[src/rtl/fifo_serial_tx.sv]
// Drains a first-word-fall-through FIFO onto a serial line.
// Each frame is a start bit, data LSB first, optional even parity, then one stop bit.
//   state  | meaning
//   IDLE   | line high, waiting for a non-empty FIFO
//   START  | start bit (low)
//   DATA   | data bits, LSB first
//   PARITY | even parity over the data bits
//   STOP   | stop bit; may pop the next word for a back-to-back frame
module fifo_serial_tx #(
    parameter int DATA_WIDTH   = 8,
    parameter int CLKS_PER_BIT = 4,
    parameter int PARITY_EN    = 0
) (
    input  logic                  i_clk,
    input  logic                  i_reset,
    input  logic                  i_fifo_empty,
    input  logic [DATA_WIDTH-1:0] i_fifo_r_data,
    output logic                  o_fifo_rd,
    output logic                  o_tx,
    output logic                  o_busy
);
    localparam int CW = (CLKS_PER_BIT > 1) ? $clog2(CLKS_PER_BIT) : 1;
    localparam int IW = (DATA_WIDTH > 1) ? $clog2(DATA_WIDTH) : 1;

    typedef enum logic [2:0] {
        ST_IDLE,
        ST_START,
        ST_DATA,
        ST_PARITY,
        ST_STOP
    } state_t;

    state_t                r_state;
    logic [CW-1:0]         r_bit_cnt;
    logic [IW-1:0]         r_idx;
    logic [DATA_WIDTH-1:0] r_shreg;
    logic                  r_par;

    state_t                w_state_next;
    logic [CW-1:0]         w_bit_cnt_next;
    logic [IW-1:0]         w_idx_next;
    logic [DATA_WIDTH-1:0] w_shreg_next;
    logic                  w_par_next;
    logic                  w_rd;
    logic                  w_bit_end;
    logic                  w_tx_next;

    assign w_bit_end = (r_bit_cnt == CW'(CLKS_PER_BIT - 1));

    always_comb begin
        w_state_next   = r_state;
        w_bit_cnt_next = w_bit_end ? '0 : r_bit_cnt + CW'(1);
        w_idx_next     = r_idx;
        w_shreg_next   = r_shreg;
        w_par_next     = r_par;
        w_rd           = 1'b0;
        case (r_state)
            ST_IDLE: begin
                w_bit_cnt_next = '0;
                if (!i_fifo_empty) begin
                    w_rd         = 1'b1;
                    w_shreg_next = i_fifo_r_data;
                    w_idx_next   = '0;
                    w_par_next   = 1'b0;
                    w_state_next = ST_START;
                end
            end
            ST_START: begin
                if (w_bit_end) w_state_next = ST_DATA;
            end
            ST_DATA: begin
                if (w_bit_end) begin
                    w_shreg_next = r_shreg >> 1;
                    w_par_next   = r_par ^ r_shreg[0];
                    if (r_idx == IW'(DATA_WIDTH - 1)) begin
                        w_idx_next   = '0;
                        w_state_next = (PARITY_EN != 0) ? ST_PARITY : ST_STOP;
                    end else begin
                        w_idx_next = r_idx + IW'(1);
                    end
                end
            end
            ST_PARITY: begin
                if (w_bit_end) w_state_next = ST_STOP;
            end
            ST_STOP: begin
                if (w_bit_end) begin
                    if (!i_fifo_empty) begin
                        w_rd         = 1'b1;
                        w_shreg_next = i_fifo_r_data;
                        w_idx_next   = '0;
                        w_par_next   = 1'b0;
                        w_state_next = ST_START;
                    end else begin
                        w_state_next = ST_IDLE;
                    end
                end
            end
            default: w_state_next = ST_IDLE;
        endcase
    end

    // Line level is registered alongside the state, so derive it from the next state.
    always_comb begin
        w_tx_next = 1'b1;
        case (w_state_next)
            ST_START:  w_tx_next = 1'b0;
            ST_DATA:   w_tx_next = w_shreg_next[0];
            ST_PARITY: w_tx_next = w_par_next;
            default:   w_tx_next = 1'b1;
        endcase
    end

    assign o_fifo_rd = w_rd & ~i_reset;

    always_ff @(posedge i_clk) begin
        if (i_reset) begin
            r_state   <= ST_IDLE;
            r_bit_cnt <= '0;
            r_idx     <= '0;
            r_shreg   <= '0;
            r_par     <= 1'b0;
            o_tx      <= 1'b1;
            o_busy    <= 1'b0;
        end else begin
            r_state   <= w_state_next;
            r_bit_cnt <= w_bit_cnt_next;
            r_idx     <= w_idx_next;
            r_shreg   <= w_shreg_next;
            r_par     <= w_par_next;
            o_tx      <= w_tx_next;
            o_busy    <= (w_state_next != ST_IDLE);
        end
    end
endmodule

[config.mk]
export PLATFORM = sky130hd
export DESIGN_NAME = fifo_serial_tx
export DESIGN_NICKNAME = d
export VERILOG_FILES = /design/src/rtl/fifo_serial_tx.sv
export SDC_FILE = /design/constraint.sdc
export NUM_CORES = 1
export LEC_CHECK = 0
export CELL_PAD_IN_SITES_DETAIL_PLACEMENT = 1
export CELL_PAD_IN_SITES_GLOBAL_PLACEMENT = 2
export CORE_MARGIN = 2
export CORE_UTILIZATION = 30
export CTS_BUF_LIST = sky130_fd_sc_hd__clkbuf_2
export DETAILED_ROUTE_END_ITERATION = 16
export GPL_ROUTABILITY_DRIVEN = 1
export PLACE_DENSITY = 0.75
export SLEW_MARGIN = 10
export SYNTH_ARGS = -nofsm -noshare
export SYNTH_HDL_FRONTEND = slang
export SYNTH_SLANG_ARGS = --single-unit
[constraint.sdc]
create_clock -name i_clk -period 1.7 [get_ports i_clk]
set_input_delay 0.17 -clock i_clk [delete_from_list [all_inputs] [get_ports i_clk]]
set_output_delay 0.17 -clock i_clk [all_outputs]
set_load 0.05 [all_outputs]
After elaboration in Yosys (flattened, before gate mapping)
Cells that the tools add are included.
Word-level totals
  bits in registers: 19
  bits in latches: 0
  RAM bits: 0
  ROM bits: 0
  bits of input ports: 11
  output and inout bits: 3
  logic and storage cells: 54
  memories: 0
Operators by class
  add/sub/neg operators: 2
  $mul: 0
  div/mod/pow operators: 0
  $lt $le $gt $ge: 0
  equal/unequal tests: 11
  shift operators: 0
  muxes and demuxes: 25
  bitwise operators: 3
  reduce and logical (&&, ||, !) cells: 5
Operators with widths (number)
  $mux 3: 10
  $mux 8: 3
  $pmux 8 s3: 1
  $pmux 3 s5: 1
  $eq 3x2->1 const B: 4
  $pmux 3 s3: 1
  $eq 3x1->1 const B: 2
  $eq 3x3->1 const B: 2
  $mux 1: 6
  $pmux 1 s3: 2
  $reduce_bool 3->1: 2
  $ne 2x2->1 const B: 2
  $add 3x1->3 const B: 1
  $logic_not 3->1: 1
  $reduce_and 3->1: 1
  $reduce_or 3->1: 1
  $add 2x1->2 const B: 1
  $eq 2x2->1 const B: 1
  $pmux 1 s2: 1
  $and 1x1->1: 1
  $not 1->1: 1
  $xor 1x1->1: 1

Depth between registers and ports, before layout
  depth in word-level cells: 6
  mapped depth: 8
  gate-level depth less buffers: 7

Least setup slack after synthesis
OpenSTA, ideal clock, no wires.
  path kind: register to output
  start point: reg r_bit_cnt[0]
  end point: out o_fifo_rd
  arrival: 1734 ps
  required time: 1530 ps
  path slack: -204 ps
  stages on the path, launching flop included: 5
  buffers on the path: 0
  cells stage by stage: dfxtp_1 -> ha_1 -> nor2b_2 -> nor4_1 -> nor2b_1
On the way
  longest elaborated chain between the ends: 4
Ends and longest elaborated chain
  start, declared: RTL line 34  | logic [CW-1:0] r_bit_cnt;
  start signal, assigned: RTL line 127  | r_bit_cnt <= w_bit_cnt_next;
  $eq 2x2->1: RTL line 48  | assign w_bit_end = (r_bit_cnt == CW'(CLKS_PER_BIT - 1));
  $mux 1: RTL line 87  | if (w_bit_end) begin
  $pmux 1 s2: RTL line 57  | case (r_state)
  $and 1x1->1: RTL line 114  | assign o_fifo_rd = w_rd & ~i_reset;
  end, declared: RTL line 18  | output logic o_fifo_rd,
Every way passes these cells.

Final worst setup path
  start point: reg r_bit_cnt[1]
  end point: out o_fifo_rd
Same word-level chain as after synthesis.

==> flow_metrics.py <==
metrics = {
    "synthesis": {
        "synth_cells": 117,
        "synth-seq-cells": 19,
        "synth.yosys.seq_area_share": 0.3694,
        "async_flop_share": 0,
        "ys_types": 38,
        "syn_area_per_cell_sq_um": 8.801,
        "synth_edf_count": 0,
        "synth_top_flop_cell": "dfxtp_1",
        "netlist_area_sq_um": 1030,
        "yosysWarningCount": 0,
        "syn-num-nets": 132,
    },
    "grt": {
        "grt_antenna_before_repair": 0,
        "grt_overflow": 0,
        "grt_pass1_vias": 1061,
        "grt_pass1_wl_mm": 4.892,
        "grt_max_degree": 14,
        "grt_usage": 0.1558,
    },
    "critical_path": {
        "crit_top_cell": "nor2b_4",
        "slowest_delay_ns": 0.40,
        "startpoint_type": "flop",
        "crit_chain": "ha_4 > nor2b_4 > nor4_4 > nor2b_4 > buf_12",
        "crit_fanout": 4,
        "cp.arrival_ns": 1.52,
        "crit_path_top_delay_cell": "dfxtp_2",
        "path_delay_family": "simple AND/OR/NAND/NOR gates",
        "worst-setup-path-type": "reg2out",
        "cp-end-kind": "primary output",
        "cp.buffers_inverters": 1,
        "crit_required_ns": 1.53,
    },
    "placed_design": {
        "dp_hpwl_mm": 2.004,
        "gp_congestion": 0.8169,
        "placed_area_sq_um": 1269,
        "port_buffers": 13,
        "dp_cells": 180,
    },
    "cts": {
        "clk_latency_ns": 0.32,
        "clk_pin_slew_ns": 0.18,
        "htree_levels": 1,
        "clockBufferDepth": 2,
        "cts_root_buffer": "clkbuf_2",
        "numClockSinks": 19,
        "numCtsBuffers": 3,
        "postCtsHoldBufs": 0,
        "cts_tree": "yes",
    },
    "timing": {
        "min_period_ns": 1.688,
        "slew_headroom": 0.6624,
        "finalMaxSlewViolations": 0,
        "setup-violations-final": 0,
        "tightest_slew_ns": 0.5056,
        "finClkSkew_ns": 0.007904,
        "rsz0062_at_grt": "yes",
        "period_share": 0.9930,
        "hold_violations": 0,
        "fmax_mhz": 592.4,
        "tns_ns": 0,
    },
    "routing": {
        "vias": 953,
        "wl_mm": 2.901,
        "drt_iter0_drc": 30,
        "dr.pass1.iters": 4,
        "viasPerCell": 4.964,
        "top_layer_used": "met4",
        "routed-wl-met2_mm": 1.573,
        "post_drt_wl_per_cell_um": 15.11,
        "drc": 0,
        "dr_wl_met3_um": 92,
        "m1WireLength_mm": 1.202,
        "ant_nets": 0,
    },
    "floorplanning": {
        "num_io_pins": 14,
        "die_y_um": 62.59,
        "die_area_sq_um": 3917,
        "die_x_um": 62.59,
        "initial_core_util": 0.3110,
        "coreArea_sq_um": 3311,
        "rows": 21,
    },
    "layout": {
        "finish.net_count": 162,
        "stdcell_count": 192,
        "diodes": 0,
        "final_area_sq_um": 1515,
        "syn_to_final_growth_pct": 47.14,
        "drive_gt1_frac": 0.3973,
    },
    "flow_run": {
        "cap_violations": 0,
    },
    "worst_hold_path": {
        "hp-class": "in2reg",
    },
    "status": {
        "status": "complete, no violations",
    },
    "pwr": {
        "total_leakage_power_nw": 0.5870,
        "ir_drop_mv": 0.3684,
        "power_density_nw_per_um2": 699.8,
    },
}
[logic make-up after synthesis]
| kind of cell | count (synthesis) | share of synthesized area |
|---|---|---|
| buffers and inverters | 9 | 0.04982 |
| and+or+nand+nor | 51 | 0.2685 |
| muxes | 1 | 0.009721 |
| AOI/OAI and AO/OA | 31 | 0.2297 |
| DFF | 19 | 0.3694 |
| adders and majority gates | 4 | 0.04860 |
| xor gates and xnor gates | 2 | 0.02431 |
[stage by stage]
step / hold WS (ns) / worst slack (ns) / util / power [mW]
after global placement: 0.4437 / 0.03850 / 0.3832 / 0.7830
after CTS: 0.4348 / -0.03689 / 0.4112 / 1.021
after detailed placement: 0.4540 / -0.02589 / 0.3832 / 0.7895
after floorplan: 0.3368 / 0.02517 / - / 0.6873
after global routing: 0.4455 / -0.09823 / 0.4577 / 1.124
final: 0.4487 / 0.01189 / 0.4577 / 1.060
[synth_stat cells (2+ instances only)]
cell,count,area (sq um)
a21oi_1,5,25.02
a22oi_1,8,60.06
a2bb2oi_1,6,52.55
buf_2,3,15.01
clkbuf_1,2,7.510
dfxtp_1,19,380.4
ha_1,4,50.05
inv_1,2,7.510
nand2_1,6,22.52
nand2b_1,3,18.77
nor2_1,20,75.07
nor2b_1,4,25.02
nor3_1,5,25.02
nor4_1,3,18.77
o21ai_0,3,15.01
o32ai_1,2,17.52
[flip-flops by register name, summed over array words and instances (netlist names)]
name and flops:
o_busy 1, r_idx 3, r_bit_cnt 2, r_state 3, r_par 1, o_tx 1, r_shreg 8
[what timing repair did]
action,CTS,global route
endpoints found under the setup margin,3,9
gates cloned,0,0
buffers inserted,2,7
pin swaps,1,9
resized for setup,13,25
[final cells by class]
type                    instances  area (sq um)
fillers                       397          1795
repair buffers                 32         296.5
multi-input cells              89         743.2
well taps                      46         57.56
clock buffers                   4         20.02
flip-flops and latches         19         390.4
inverters                       2         7.507
[power breakdown]
part	leakage, nW	switching [mW]	internal (mW)
combinational	0.412	0.173	0.172
sequential	0.158	0.0309	0.478
clock	0.0166	0.145	0.0623
total	0.587	0.348	0.712
[path summary, 6_finish.rpt]
path                           startpoint                      end  slack [ns]  cells after the start
hold / removal           i_fifo_r_data[7]  r_shreg[7]$_SDFFE_PP0P_        0.45                      3
setup / recovery  r_bit_cnt[1]$_SDFF_PP0_                o_fifo_rd        0.01                      5
setup reg to reg    r_state[1]$_SDFF_PP0_          o_tx$_SDFF_PP1_        0.06                      8
hold reg to reg   r_bit_cnt[0]$_SDFF_PP0_  r_bit_cnt[0]$_SDFF_PP0_        0.47                      1
[worst register-to-register path: cells and delay by family, from the launching register on]
kind / cells / cell delay [ns]
AND/OR/NAND/NOR: 2 / 0.35
flip-flops: 1 / 0.37
AO/OA/AOI/OAI: 3 / 0.41
buffers and inverters: 3 / 0.41
[metal layers]
| layer | up-vias | track usage |
|---|---|---|
| li1 | 482 | - |
| met1 | 456 | 0.1733 |
| met2 | 11 | 0.2903 |
| met3 | 4 | 0.03423 |
| met4 | 0 | 0.05278 |
| met5 | - | 0 |
[cells in the final DEF (no fill, tap or decap), types with 2 or more instances in the layout]
cell type,count
buf_6,3
inv_1,2
nand2_2,2
dfxtp_1,13
nand2_1,4
nor3_1,5
buf_4,16
nor2b_1,3
nor4_1,2
o32ai_1,2
ha_2,2
a2bb2oi_1,2
clkbuf_2,4
o21ai_0,3
dfxtp_2,5
clkdlybuf4s50_1,11
a21oi_1,4
nor2_1,20
a22oi_1,4
nor2b_4,2
a2bb2oi_2,4
a22oi_2,5
No activity file was read; power rests on OpenSTA's default activity.
